$ cat src/rtl/pipe_pkg.sv
// Shared ID/EX pipeline definitions: control-bit indices, field widths and
// payload field offsets. Used by the decode and execute stages as well as the
// ID/EX skid register.
package pipe_pkg;

    localparam int DATA_W_DEF = 32;
    localparam int REG_W_DEF  = 4;
    localparam int CTRL_W_DEF = 5;

    // Control bit positions inside the CTRL_W vector {wb_en, mem_rd, mem_wr, branch, s}
    localparam int CTRL_WB_EN  = 4;
    localparam int CTRL_MEM_RD = 3;
    localparam int CTRL_MEM_WR = 2;
    localparam int CTRL_BRANCH = 1;
    localparam int CTRL_S      = 0;

    localparam int IMM_W      = 1;
    localparam int SHIFT_OP_W = 12;
    localparam int SIMM24_W   = 24;

    localparam int PAY_W_DEF = 2*REG_W_DEF + 3*DATA_W_DEF + IMM_W + SHIFT_OP_W + SIMM24_W;

    // Field LSB offsets, packed MSB-first as
    // {cmd, pc, val_rn, val_rm, imm, shift_op, simm24, dest, status}.
    // With the default PAY_W the cmd field lies above the top bit; an
    // instance that needs cmd in the payload uses PAY_W_DEF + REG_W_DEF.
    localparam int STATUS_LSB   = 0;
    localparam int DEST_LSB     = STATUS_LSB + REG_W_DEF;
    localparam int SIMM24_LSB   = DEST_LSB + REG_W_DEF;
    localparam int SHIFT_OP_LSB = SIMM24_LSB + SIMM24_W;
    localparam int IMM_LSB      = SHIFT_OP_LSB + SHIFT_OP_W;
    localparam int VAL_RM_LSB   = IMM_LSB + IMM_W;
    localparam int VAL_RN_LSB   = VAL_RM_LSB + DATA_W_DEF;
    localparam int PC_LSB       = VAL_RN_LSB + DATA_W_DEF;
    localparam int CMD_LSB      = PC_LSB + DATA_W_DEF;

    typedef struct packed {
        logic wb_en;
        logic mem_rd;
        logic mem_wr;
        logic branch;
        logic s;
    } ctrl_t;

    function automatic logic [DATA_W_DEF-1:0] pay_pc(input logic [PAY_W_DEF-1:0] p);
        return p[PC_LSB +: DATA_W_DEF];
    endfunction

    function automatic logic [PAY_W_DEF-1:0] pay_set_pc(input logic [PAY_W_DEF-1:0] p,
                                                         input logic [DATA_W_DEF-1:0] pc);
        logic [PAY_W_DEF-1:0] r;
        r = p;
        r[PC_LSB +: DATA_W_DEF] = pc;
        return r;
    endfunction

endpackage

$ cat src/rtl/skid_entry.sv
// One pipeline slot: valid bit, control bits and payload. Clear drops the
// entry and zeroes its control bits but keeps the payload; reset zeroes all.
module skid_entry
    import pipe_pkg::*;
#(
    parameter int CTRL_W = CTRL_W_DEF,
    parameter int PAY_W  = PAY_W_DEF
) (
    input  logic              clk,
    input  logic              rst,
    input  logic              clear,
    input  logic              load,
    input  logic [CTRL_W-1:0] d_ctrl,
    input  logic [PAY_W-1:0]  d_payload,
    output logic              valid,
    output logic [CTRL_W-1:0] ctrl,
    output logic [PAY_W-1:0]  payload
);

    // Slot register: reset, then clear, then load.
    always_ff @(posedge clk) begin
        if (rst) begin
            valid   <= 1'b0;
            ctrl    <= '0;
            payload <= '0;
        end else if (clear) begin
            valid <= 1'b0;
            ctrl  <= '0;
        end else if (load) begin
            valid   <= 1'b1;
            ctrl    <= d_ctrl;
            payload <= d_payload;
        end
    end

endmodule

$ cat src/rtl/id_ex_skid_reg.sv
// ID/EX pipeline register with a one-deep skid buffer. in_ready depends only
// on registered state and hazard, so out_ready never reaches back to decode.
module id_ex_skid_reg
    import pipe_pkg::*;
#(
    parameter int DATA_W = DATA_W_DEF,
    parameter int REG_W  = REG_W_DEF,
    parameter int CTRL_W = CTRL_W_DEF,
    parameter int PAY_W  = 2*REG_W + 3*DATA_W + 1 + 12 + 24
) (
    input  logic              clk,
    input  logic              rst,
    input  logic              flush,
    input  logic              hazard,
    input  logic              in_valid,
    output logic              in_ready,
    input  logic [CTRL_W-1:0] in_ctrl,
    input  logic [PAY_W-1:0]  in_payload,
    output logic              out_valid,
    input  logic              out_ready,
    output logic [CTRL_W-1:0] out_ctrl,
    output logic [PAY_W-1:0]  out_payload,
    output logic [1:0]        occupancy
);

    logic              head_valid;
    logic [CTRL_W-1:0] head_ctrl;
    logic [PAY_W-1:0]  head_payload;
    logic              skid_valid;
    logic [CTRL_W-1:0] skid_ctrl;
    logic [PAY_W-1:0]  skid_payload;

    logic              accept;
    logic              pop;
    logic              head_load;
    logic              head_clear;
    logic              skid_load;
    logic              skid_clear;
    logic [CTRL_W-1:0] head_d_ctrl;
    logic [PAY_W-1:0]  head_d_payload;

    // Handshake decode and slot steering. A full skid forces in_ready low,
    // so accept and skid-to-head promotion never coincide.
    always_comb begin
        in_ready   = ~skid_valid & ~hazard;
        accept     = in_valid & in_ready & ~flush;
        pop        = head_valid & out_ready & ~flush;

        head_load  = (pop & skid_valid) | (accept & (~head_valid | pop));
        head_clear = flush | (pop & ~skid_valid & ~accept);
        skid_load  = accept & head_valid & ~pop;
        skid_clear = flush | (pop & skid_valid);

        head_d_ctrl    = in_ctrl;
        head_d_payload = in_payload;
        if (skid_valid) begin
            head_d_ctrl    = skid_ctrl;
            head_d_payload = skid_payload;
        end
    end

    skid_entry #(.CTRL_W(CTRL_W), .PAY_W(PAY_W)) u_head (
        .clk       (clk),
        .rst       (rst),
        .clear     (head_clear),
        .load      (head_load),
        .d_ctrl    (head_d_ctrl),
        .d_payload (head_d_payload),
        .valid     (head_valid),
        .ctrl      (head_ctrl),
        .payload   (head_payload)
    );

    skid_entry #(.CTRL_W(CTRL_W), .PAY_W(PAY_W)) u_skid (
        .clk       (clk),
        .rst       (rst),
        .clear     (skid_clear),
        .load      (skid_load),
        .d_ctrl    (in_ctrl),
        .d_payload (in_payload),
        .valid     (skid_valid),
        .ctrl      (skid_ctrl),
        .payload   (skid_payload)
    );

    // Head slot drives execute; its control bits are zero whenever it is empty.
    always_comb begin
        out_valid   = head_valid;
        out_ctrl    = head_valid ? head_ctrl : '0;
        out_payload = head_payload;
        occupancy   = {1'b0, head_valid} + {1'b0, skid_valid};
    end

endmodule

$ cat config.mk
export PLATFORM = sky130hd
export DESIGN_NAME = id_ex_skid_reg
export DESIGN_NICKNAME = d
export VERILOG_FILES = /design/src/rtl/pipe_pkg.sv /design/src/rtl/skid_entry.sv /design/src/rtl/id_ex_skid_reg.sv
export SDC_FILE = /design/constraint.sdc
export NUM_CORES = 1
export LEC_CHECK = 0
export CAP_MARGIN = 25
export CORE_MARGIN = 5
export CORE_UTILIZATION = 25
export CTS_BUF_LIST = sky130_fd_sc_hd__clkbuf_4 sky130_fd_sc_hd__clkbuf_8
export CTS_CLUSTER_SIZE = 14
export DETAILED_ROUTE_END_ITERATION = 16
export PLACE_DENSITY_LB_ADDON = 0.08
export SKIP_CTS_REPAIR_TIMING = 1
export SLEW_MARGIN = 25
export SYNTH_ARGS = -nofsm -noshare
export SYNTH_HDL_FRONTEND = slang
export SYNTH_SLANG_ARGS = --single-unit
export TNS_END_PERCENT = 100
$ cat constraint.sdc
create_clock -name clk -period 2.5 [get_ports clk]
set_input_delay 0.5 -clock clk [delete_from_list [all_inputs] [get_ports clk]]
set_output_delay 0.5 -clock clk [all_outputs]
set_load 0.005 [all_outputs]
* After elaboration in Yosys (flattened, before gate mapping) *
Cells that the tools add are included.

word-level totals
  bits in latches = 0
  bits in writable memories = 0
  ROM bits = 0
  flip-flop bits (word level) = 294
  memories = 0

operators by class
  reductions and logical operators = 4
  $lt $le $gt $ge = 0
  shift operators = 0
  equality and inequality tests = 0
  muxes and demuxes = 3
  div/mod/pow operators = 0
  multipliers = 0
  bitwise logic cells = 23
  add/sub/neg operators = 1

operators by type and width
  kind              count
  $mux 141          1
  $and 1x1->1       11
  $mux 5            2
  $not 1->1         8
  $or 1x1->1        4
  $reduce_and 2->1  2
  $reduce_or 2->1   2
  $add 1x1->2       1

* Longest topological paths before layout *
Gate-level depths: netlist (run 1).

  depth after elaboration = 9
  gate-level depth with buffers = 6
  depth with buffers taken out = 3

* Modules after synthesis *
From an unflattened synthesis (run 1), not the netlist that was laid out.

unflattened totals
  cells, all modules = 1503
  area total of the unflattened synthesis = 15496.1 µm²

by module, submodules not included
  module          cells an instance  instances  seq. area each (µm²)  area an instance (µm²)
  skid_entry      662                2          2942.8                6617.6
  id_ex_skid_reg  179                1          0.0                   2260.9

* Worst setup path after synthesis (run 1) *
No wires, ideal clock.

  kind = input-to-reg
  start point = input port flush
  end point = register u_skid.ctrl[0]
  arrival = 1.679 ns
  library setup time = 0.143 ns
  setup slack = 0.679 ns
  stages on the path = 6
  path through = clkbuf_1 -> or4b_1 -> clkbuf_1 -> clkbuf_1 -> o21ai_0 -> a21oi_1

between the ends
  cells in the longest elaborated chain, start to end = 5

RTL lines
  element                    RTL line                                    RTL
  start, declared            id_ex_skid_reg.sv:13                        input logic flush,
  $not 1->1                  id_ex_skid_reg.sv:46, id_ex_skid_reg.sv:47
  $and 1x1->1                id_ex_skid_reg.sv:47                        pop = head_valid & out_ready & ~flush;
  $and 1x1->1                id_ex_skid_reg.sv:52                        skid_clear = flush | (pop & skid_valid);
  $or 1x1->1                 id_ex_skid_reg.sv:52
  $reduce_or 2->1 (no line)  --
  end signal, assigned       skid_entry.sv:31                            ctrl <= d_ctrl;
  end, declared              skid_entry.sv:16                            output logic [CTRL_W-1:0] ctrl,

Parallel ways exist; a longest one is shown, timed or not.
A chain may end at the register's enable or synchronous reset.

* Worst setup path in the final report (run 1) *
  start point = register u_head.valid
  end point = output port occupancy[0]

between the ends
  cells in the longest elaborated chain, start to end = 1

RTL lines
  element                 RTL line              RTL
  start, declared         skid_entry.sv:15      output logic valid,
  start signal, assigned  skid_entry.sv:23      valid <= 1'b0;
  start signal, assigned  skid_entry.sv:27      valid <= 1'b0;
  start signal, assigned  skid_entry.sv:30      valid <= 1'b1;
  $add 1x1->2             id_ex_skid_reg.sv:91  occupancy = {1'b0, head_valid} + {1'b0, skid_valid};
  end, declared           id_ex_skid_reg.sv:23  output logic [1:0] occupancy

Every way passes these cells.

==> results.tsv, run 1 <==
stage	metric	value	unit
outcome	status	complete, no violations	
yosys	yosysMostFrequentCell	dfxtp_1	
clock_network	cts_buffers	58	
setup_path	worstReg2RegEnd	u_head.ctrl[0]$_SDFFE_PP0P_	
setup_path	startpoint	u_head.valid$_SDFFE_PP0P_	
yosys	syn_inst	1696	
yosys	synth_flop_cell	dfxtp_1	
routing	avgRoutedWirePerCell	20.9	um
setup_path	cp_max_fo	15	
setup_path	worst_ep_arrival_time	1.85	ns
power_and_ir_drop	p_leak	6.16	nW
placed_design	numPortBuffers	301	
power_and_ir_drop	p_int	8.67	mW
floorplanning	io_pins	302	
clock_network	htree_levels	2	
layout	final_cells	2726	
routing	vias	13800	
setup_path	cp_cell_sequence	ha_1 > clkdlybuf4s50_1	
floorplanning	initial_core_util	25.3	%
global_route	grt_use_total	16.7	%
yosys	synth_top_area_cell	dfxtp_1	
yosys	ys_top_cells_by_area	dfxtp_1 39%, a221oi_2 14%, a211oi_1 7.3%	
sta	maxSlewHeadroom	44.7	%
floorplanning	die_h	255	um
sta	timing.setup.tns	0	ns
clock_network	clk_latency	0.64	ns
power_and_ir_drop	power_frac_clock	45.2	%
global_route	antenna_found_initial	6	
setup_path	reg2reg_depth	4	
floorplanning	die_x	255	um
sta	rsz0062_at_grt	no	
power_and_ir_drop	power.density	583	nW/um2
setup_path	rr_startpoint	u_skid.valid$_SDFFE_PP0P_	
layout	layout.nets	2056	
yosys	yosysSeqAreaShare	39.3	%
placed_design	gp_congestion	0.720	
layout	drive_gt1_share	15.9	%
setup_path	critPathKind	flop to output port	
hold_path	hold_end	u_head.valid$_SDFFE_PP0P_	
placed_design	pre_cts_ws	-0.110	ns
routing	antenna_left	0	
routing	viasPerCell	5.07	
yosys	synthTopCellsByCount	294 x dfxtp_1, 175 x clkbuf_1, 147 x a21oi_1, 147 x inv_1, 147 x nand2b_1	
sta	drv_slew	0	
routing	drt_pre_antenna_iters	5	
hold_path	min_path_cells	3	
placed_design	place_inst	2615	
floorplanning	core-area	59100	um2
sta	setup_viol	0	
setup_path	crit_slowest_cell	clkdlybuf4s50_1	
hold_path	hold_class	input port to flop	
power_and_ir_drop	power_frac_seq	41.7	%
power_and_ir_drop	max-vdd-ir-drop	0.325	mV
setup_path	start_kind	flop	
yosys	yosysWarnings	0	
global_route	grt_pass1_vias	13900	
floorplanning	die_area	64800	um2
yosys	ys_async_sr_fraction	0	%
sta	finalHoldViolations	0	
setup_path	reg2reg_slack	0.46	ns
power_and_ir_drop	swShare	26.3	%
yosys	synth.net_count	1849	
routing	drc	0	
yosys	synth_enable_flop_cells	0	
sta	min_period	2.35	ns
power_and_ir_drop	fin_total_pwr	11.8	mW
yosys	synthDistinctLibCells	26	
power_and_ir_drop	combinationalPowerShare	13.1	%
placed_design	hpwlAfterDp	32.7	mm
layout	area_delta_synth_final	34.7	%
setup_path	cp_slowest_stage_delay	0.49	ns
placed_design	postPlaceCellArea	18900	um2
global_route	grt_overflow	0	
yosys	synth_top_cell_area_share	39.3	%
clock_network	clk_pin_slew	0.06	ns
yosys	ys_ff_latch	294	
sta	setup_ws	0.153	ns
power_and_ir_drop	p_switching	3.09	mW
global_route	grt_pass1_wl	86.4	mm
sta	worstMarginPinSlew	0.821	ns
clock_network	clk_root_buffer_cell	clkbuf_8	
sta	fin_crit_sh	93.9	%
clock_network	clock_sinks	294	
routing	routed_wl	57.0	mm
floorplanning	num_rows	89	
routing	drt-initial-drc-count	704	
sta	max_freq	426	MHz
clock_network	cts_buffer_depth	3	
clock_network	tritoncts	built	
yosys	synth.avg_cell_area	8.82	um2
job	maxCapViolCount	0	
setup_path	endpoint_kind	output port	
hold_path	min_from	flush	
yosys	synth_area	15000	um2
layout	final_cell_area	20200	um2
sta	clock_skew	0.0154	ns
global_route	grt_start_max_net_pins	153	
setup_path	required	2.00	ns
-- placed cells by master (no fill, tap or decap), types with 3 or more instances in the layout --
cell,n
buf_12,30
dfxtp_1,292
o21ai_1,6
a221oi_1,6
clkdlybuf4s50_1,299
o21ai_0,143
o21bai_1,146
inv_1,147
a221oi_2,140
a211oi_1,146
buf_4,25
nand2b_1,146
clkbuf_8,79
a21oi_1,147
and2_1,5
diode_2,6
clkbuf_4,23
nor2_1,3
nand3_1,146
-- sequential cells by signal, indices dropped and copies added, names as in the netlist --
register / cells
u_head.ctrl: 5
u_head.payload: 141
u_head.valid: 1
u_skid.ctrl: 5
u_skid.payload: 141
u_skid.valid: 1
-- layout make-up --
type	instances	area [um2]
antenna	6	15.0
clock buffer	102	1260
clock inverter	2	10.0
fill	6051	39000
inverter	147	552
multi-input combinational	1045	7640
sequential	294	5890
tap	773	967
timing repair buffer	357	3820
-- critical path: cells and delay by family (launching register included) --
family                   cells  cell delay, ns
buffers and inverters        1            0.49
flip-flops                   1            0.42
adder cells (fa/ha/maj)      1            0.30
-- power groups by stage --
stage	Combinational [mW]	Clock (mW)	Sequential [mW]
2_1_floorplan	0.709	0	4.99
3_3_place_gp	1.55	0	5.01
3_5_place_dp	1.55	0	5.01
4_1_cts	1.56	5.54	4.91
5_1_grt	1.66	5.75	4.92
6_report	1.54	5.32	4.91
-- layer usage --
metal | share of wire [%] | track usage [%] | vias to the layer above
li1 | - | - | 6589
met1 | 46 | 23.1 | 6828
met2 | 46 | 26.1 | 322
met3 | 5.9 | 4.28 | 74
met4 | 1.8 | 4.64 | 2
met5 | 0.023 | 0 | -
-- kinds of logic after synthesis --
| family | synth area share [%] |
|---|---|
| AOI/OAI and AO/OA | 39.1 |
| buffers and inverters | 9.85 |
| and+or+nand+nor | 11.7 |
| DFF | 39.3 |
| adders and majority gates | 0.0836 |
-- stage by stage --
stage / hold WS (ns) / utilization [%]
6_report: 0.309 / 34.1
5_1_grt: 0.263 / 34.1
4_1_cts: 0.222 / 34.0
3_5_place_dp: 0.453 / 31.9
3_3_place_gp: 0.451 / 31.9
2_1_floorplan: 0.441 / -
-- worst max path at each step --
stage	to
after global placement	u_head.payload[50]$_SDFFE_PP0P_
after floorplan	u_skid.ctrl[0]$_SDFFE_PP0P_
final	occupancy[0]
after detailed placement	u_head.ctrl[4]$_SDFFE_PP0P_
after global routing	occupancy[0]
after CTS	out_ctrl[0]
(Power assumes the default switching activity.)
==> run 2: changes to the inputs <==
--- a/config.mk
+++ b/config.mk
@@ -9,10 +9,8 @@
 export CORE_MARGIN = 5
 export CORE_UTILIZATION = 25
 export CTS_BUF_LIST = sky130_fd_sc_hd__clkbuf_4 sky130_fd_sc_hd__clkbuf_8
-export CTS_CLUSTER_SIZE = 14
 export DETAILED_ROUTE_END_ITERATION = 16
 export PLACE_DENSITY_LB_ADDON = 0.08
-export SKIP_CTS_REPAIR_TIMING = 1
 export SLEW_MARGIN = 25
 export SYNTH_ARGS = -nofsm -noshare
 export SYNTH_HDL_FRONTEND = slang
==> run 2 against run 1 <==
  * Final cell count unchanged
  * Register-to-register slack about the same
  * Cell area about the same
  * Combinational power about the same
  * Largest cell class unchanged
  * Routed wire length decreased by 0.11%
==> results.tsv, run 2 (synthesis results as in run 1) <==
stage	metric	value	unit
outcome	status	complete, no violations	
power_and_ir_drop	power_frac_clock	45.1	%
setup_path	crit_slowest_cell	clkdlybuf4s50_1	
layout	final_cell_mix	299 x clkdlybuf4s50_1, 292 x dfxtp_1, 147 x a21oi_1, 147 x inv_1	
sta	clock_skew	0.0155	ns
floorplanning	num_rows	89	
routing	vias	13800	
setup_path	cp_cell_sequence	ha_1 > clkdlybuf4s50_1	
floorplanning	die_h	255	um
sta	setup_ws	0.152	ns
setup_path	critPathKind	flop to output port	
clock_network	clk_pin_slew	0.06	ns
global_route	antenna_found_initial	6	
job	maxCapViolCount	0	
routing	antenna_left	0	
layout	regArea	5890	um2
routing	routed_wl	57.0	mm
hold_path	hold_class	input port to flop	
global_route	grt_overflow	0	
sta	max_freq	426	MHz
setup_path	path_buf_inv	1	
global_route	grt_pass1_wl	86.6	mm
global_route	grt_pass1_vias	13900	
sta	worstMarginPinSlew	0.852	ns
power_and_ir_drop	combinationalPowerShare	13.1	%
power_and_ir_drop	power.density	583	nW/um2
placed_design	numPortBuffers	301	
setup_path	worst_ep_arrival_time	1.85	ns
sta	min_period	2.35	ns
routing	drt-initial-drc-count	702	
placed_design	pre_cts_ws	-0.110	ns
placed_design	gp_congestion	0.720	
layout	reg_top3	u_head.payload (141), u_skid.payload (141)	
clock_network	htree_levels	2	
floorplanning	initial_core_util	25.3	%
sta	timing.setup.tns	0	ns
hold_path	min_path_cells	3	
setup_path	endpoint_kind	output port	
power_and_ir_drop	p_switching	3.10	mW
layout	n_fill_cell	6051	
sta	setup_viol	0	
routing	viasPerCell	5.08	
clock_network	cts_buffers	58	
floorplanning	core-area	59100	um2
power_and_ir_drop	swShare	26.4	%
floorplanning	io_pins	302	
sta	finalHoldViolations	0	
setup_path	cp.depth	2	
setup_path	crit_family	buffers and inverters	
routing	avgRoutedWirePerCell	20.9	um
placed_design	hpwlAfterDp	32.7	mm
sta	rsz0062_at_grt	no	
global_route	grt_start_max_net_pins	153	
setup_path	reg2reg_slack	0.47	ns
clock_network	tritoncts	built	
clock_network	cts_buffer_depth	3	
power_and_ir_drop	p_int	8.64	mW
layout	layout.nets	2056	
floorplanning	die_x	255	um
power_and_ir_drop	p_leak	6.16	nW
layout	multi_input_area	7640	um2
sta	maxSlewHeadroom	42.6	%
setup_path	cp_max_fo	15	
global_route	grt_use_total	16.8	%
routing	drc	0	
sta	drv_slew	0	
layout	drive_gt1_share	15.9	%
clock_network	clock_sinks	294	
setup_path	start_kind	flop	
power_and_ir_drop	power_frac_seq	41.8	%
setup_path	cp_slowest_stage_delay	0.49	ns
sta	fin_crit_sh	93.9	%
floorplanning	die_area	64800	um2
layout	final_common_cell	clkdlybuf4s50_1	
clock_network	hold_buffers	0	
clock_network	clk_latency	0.64	ns
setup_path	required	2.00	ns
clock_network	clk_root_buffer_cell	clkbuf_8	
setup_path	reg2reg_depth	4	
power_and_ir_drop	max-vdd-ir-drop	0.324	mV
layout	area_delta_synth_final	34.7	%
routing	drt_pre_antenna_iters	4	
==> run 2: cell count changes in the layout (fill, tap and decap cells not counted) <==
| cell | previous run | this run |
|---|---|---|
| clkinv_2 | 2 | 3 |
| clkbuf_8 | 79 | 78 |
==> run 2: area by class of cell <==
cell class | count | area share (%)
flip-flops and latches | 294 | 29.2
well taps | 773 | 4.80
repair buffers | 357 | 19.0
diodes | 6 | 0.0745
inverters | 147 | 2.74
clock buffers | 101 | 6.18
multi-input cells | 1045 | 37.9
clock inverters | 3 | 0.0745
==> run 2: power by group through the flow <==
stage	Clock (mW)	Combinational (mW)	Sequential, mW
after floorplan	0	0.709	4.99
after global placement	0	1.55	5.01
after detailed placement	0	1.55	5.01
after CTS	5.52	1.57	4.91
after global routing	5.73	1.66	4.92
final	5.29	1.54	4.91
==> run 2: timing repair <==
item                       CTS  global route
setup endpoints to repair    7             0
buffers inserted             2             0
resized for setup            0             0
==> run 2: worst paths after layout <==
kind	from	end
max	u_head.valid$_SDFFE_PP0P_	occupancy[0]
min reg2reg	u_head.payload[119]$_SDFFE_PP0P_	u_head.payload[119]$_SDFFE_PP0P_
min	flush	u_head.valid$_SDFFE_PP0P_
max reg2reg	u_skid.valid$_SDFFE_PP0P_	u_head.payload[12]$_SDFFE_PP0P_
==> run 2: per-layer routing <==
layer	global-route usage, %	wire (um)	vias to the layer above
met5	0	19	-
met4	4.59	1040	2
met3	4.27	3440	70
met2	26.3	26400	339
met1	23.1	26000	6840
li1	-	-	6595
==> run 2: metrics by stage <==
step / instances / hold WS (ns) / instance area, um2 / power (mW) / util, %
after floorplan: 1696 / 0.441 / 15000 / 5.70 / -
after global placement: 2615 / 0.451 / 18900 / 6.56 / 31.9
after detailed placement: 2615 / 0.453 / 18900 / 6.56 / 31.9
after CTS: 2720 / 0.218 / 20100 / 12.0 / 34.1
after global routing: 2724 / 0.265 / 20100 / 12.3 / 34.1
final: 2726 / 0.297 / 20100 / 11.7 / 34.1
==> run 2: worst min-delay path, stage by stage <==
cell	delay (ns)
buf_6	0.16
nor2_1	0.10
a21boi_0	0.12
==> run 3: changes to the inputs <==
--- a/config.mk
+++ b/config.mk
@@ -5,6 +5,7 @@
 export SDC_FILE = /design/constraint.sdc
 export NUM_CORES = 1
 export LEC_CHECK = 0
+export ABC_AREA = 1
 export CAP_MARGIN = 25
 export CORE_MARGIN = 5
 export CORE_UTILIZATION = 25
==> run 3 against run 2 <==
  * Non-clock buffer count down 15
  * Flip-flop and latch count unchanged
  * Count of clock-buffer cells in the layout down 7
  * Area after synthesis down 14%
  * Final cell count up 6.7%
  * Hold slack better by 0.17 ns
  * Critical path type unchanged
  * Critical endpoint is now out_ctrl[1]
  * Largest power group unchanged
==> results.tsv, run 3 <==
stage	metric	value	unit
outcome	status	complete, no violations	
setup_path	worst_ep_arrival_time	1.82	ns
routing	drt-initial-drc-count	548	
routing	antenna_left	0	
clock_network	cts_buffer_depth	3	
routing	drt_pre_antenna_iters	5	
global_route	antenna_found_initial	8	
setup_path	cp_max_fo	8	
clock_network	clock_sinks	294	
routing	vias	12700	
layout	final_common_cell	nor2_1	
yosys	synth_top_area_cell	dfxtp_1	
routing	viasPerCell	4.36	
yosys	yosysSeqAreaShare	45.9	%
floorplanning	die_x	237	um
floorplanning	initial_core_util	25.1	%
yosys	synth.net_count	2083	
layout	final_cell_area	17900	um2
sta	setup_viol	0	
sta	drv_slew	0	
power_and_ir_drop	power.density	623	nW/um2
floorplanning	die_area	55900	um2
sta	min_period	2.32	ns
sta	finalHoldViolations	0	
sta	rsz0062_at_grt	no	
floorplanning	num_rows	83	
floorplanning	core-area	51100	um2
yosys	synth_top_cell_area_share	45.9	%
yosys	ys_async_sr_fraction	0	%
placed_design	postPlaceCellArea	16600	um2
layout	drive_gt1_share	6.79	%
setup_path	start_kind	flop	
setup_path	cp.depth	4	
routing	drc	0	
yosys	synth_enable_flop_cells	0	
clock_network	htree_levels	2	
global_route	grt_pass1_vias	12600	
layout	area_delta_synth_final	39.2	%
setup_path	critPathKind	flop to output port	
yosys	synth_area	12800	um2
yosys	yosysMostFrequentCell	nor2_1	
setup_path	crit_family	buffers and inverters	
setup_path	crit_slowest_cell	clkdlybuf4s50_1	
placed_design	gp_congestion	0.738	
yosys	ys_top_cells_by_area	dfxtp_1 46%, nor2_1 17%, nand2_1 9.1%	
placed_design	numPortBuffers	301	
yosys	synth_flop_cell	dfxtp_1	
sta	clock_skew	0.0212	ns
hold_path	min_path_cells	2	
routing	routed_wl	46.1	mm
yosys	synth.avg_cell_area	6.65	um2
yosys	ys_ff_latch	294	
yosys	synthDistinctLibCells	23	
clock_network	clk_latency	0.63	ns
floorplanning	io_pins	302	
sta	maxSlewHeadroom	48.4	%
hold_path	hold_class	flop to flop	
global_route	grt_pass1_wl	72.5	mm
yosys	syn_inst	1930	
floorplanning	die_h	237	um
global_route	grt_use_total	16.0	%
global_route	grt_overflow	0	
layout	reg_top3	u_head.payload (141), u_skid.payload (141)	
setup_path	cp_cell_sequence	buf_6 > nand2_1 > inv_1 > clkdlybuf4s50_1	
setup_path	endpoint_kind	output port	
job	maxCapViolCount	0	
placed_design	hpwlAfterDp	29.2	mm
layout	final_cell_mix	578 x nor2_1, 310 x nand2_1, 300 x clkdlybuf4s50_1, 292 x dfxtp_1, 149 x inv_1	
sta	max_freq	432	MHz
power_and_ir_drop	fin_total_pwr	11.1	mW
setup_path	cp_slowest_stage_delay	0.55	ns
sta	worstMarginPinSlew	0.774	ns
sta	timing.setup.tns	0	ns
routing	avgRoutedWirePerCell	15.9	um
power_and_ir_drop	max-vdd-ir-drop	0.351	mV
yosys	yosysWarnings	0	
setup_path	reg2reg_depth	8	
clock_network	cts_buffers	57	
clock_network	clk_pin_slew	0.06	ns
setup_path	required	2.00	ns
setup_path	path_buf_inv	3	
yosys	synthTopCellsByCount	579 x nor2_1, 312 x nand2_1, 294 x dfxtp_1	
power_and_ir_drop	p_leak	7.95	nW
layout	layout.nets	2339	
sta	fin_crit_sh	92.6	%
clock_network	hold_buffers	0	
clock_network	tritoncts	built	
global_route	grt_start_max_net_pins	86	
clock_network	clk_root_buffer_cell	clkbuf_8	
## run 3: cell types whose count changed after synthesis, moves of 140 or more
| cell | previous run | this run |
|---|---|---|
| o21bai_1 | 146 | 1 |
| a211oi_1 | 146 | 0 |
| nand2b_1 | 147 | 0 |
| a221oi_2 | 140 | 0 |
| nor2_1 | 3 | 579 |
| nand2_1 | 1 | 312 |
## run 3: what timing repair did
item / in CTS / in global routing
cloned: 0 / 0
resized for setup: 2 / 2
buffers inserted: 0 / 0
endpoints found under the setup margin: 3 / 1
## run 3: cell type report
cell class / count / area [um2]
clock buffers: 94 / 1160
well taps: 680 / 851
repair buffers: 342 / 3660
flip-flops and latches: 294 / 5890
fillers: 5601 / 33200
diodes: 3 / 7.51
multi-input cells: 1339 / 5670
inverters: 152 / 581
clock inverters: 4 / 47.5
## run 3: worst reg2reg max path, cell delays in order (launching register included)
cell     delay [ns]
dfxtp_4        0.38
buf_6          0.15
nand2_1        0.11
o21ai_4        0.27
buf_12         0.23
buf_12         0.22
nand3_1        0.10
nand2_1        0.08
nor2_1         0.05
## run 3: metal layers
layer	part of all wire (%)	global-route usage (%)	vias to the layer above
met5	0.12	0	-
met4	2.4	5.40	10
met3	6.5	4.48	75
met2	45	26.1	261
met1	46	20.4	5786
li1	-	-	6537
## run 3: worst paths after layout
check / from / to / slack (ns)
min reg2reg: u_head.payload[43]$_SDFFE_PP0P_ / u_head.payload[43]$_SDFFE_PP0P_ / 0.46
max: u_head.valid$_SDFFE_PP0P_ / out_ctrl[1] / 0.18
max reg2reg: u_head.valid$_SDFFE_PP0P_ / u_head.payload[78]$_SDFFE_PP0P_ / 0.78
min: u_head.payload[43]$_SDFFE_PP0P_ / u_head.payload[43]$_SDFFE_PP0P_ / 0.46
## run 3: through the flow
stage	hold slack (ns)	std cells	utilization [%]	setup slack [ns]
floorplan	0.444	1930	-	1.07
global route	0.466	2907	34.9	0.0427
detailed placement	0.456	2807	32.6	0.184
finish	0.463	2908	34.9	0.184
CTS	0.406	2905	34.9	0.0169
global placement	0.450	2807	32.6	0.233
## run 3: cell families after synthesis
kind of cell | synth area share [%]
adders and majority gates | 0.0975
buffers and inverters | 10.3
and+or+nand+nor | 32.0
DFF | 45.9
AOI/OAI and AO/OA | 11.7
## run 3: where the power goes
group	switching [mW]	internal, mW	total [mW]
logic	0.514	0.631	1.15
clock network	2.10	2.98	5.08
registers	0.0776	4.82	4.90
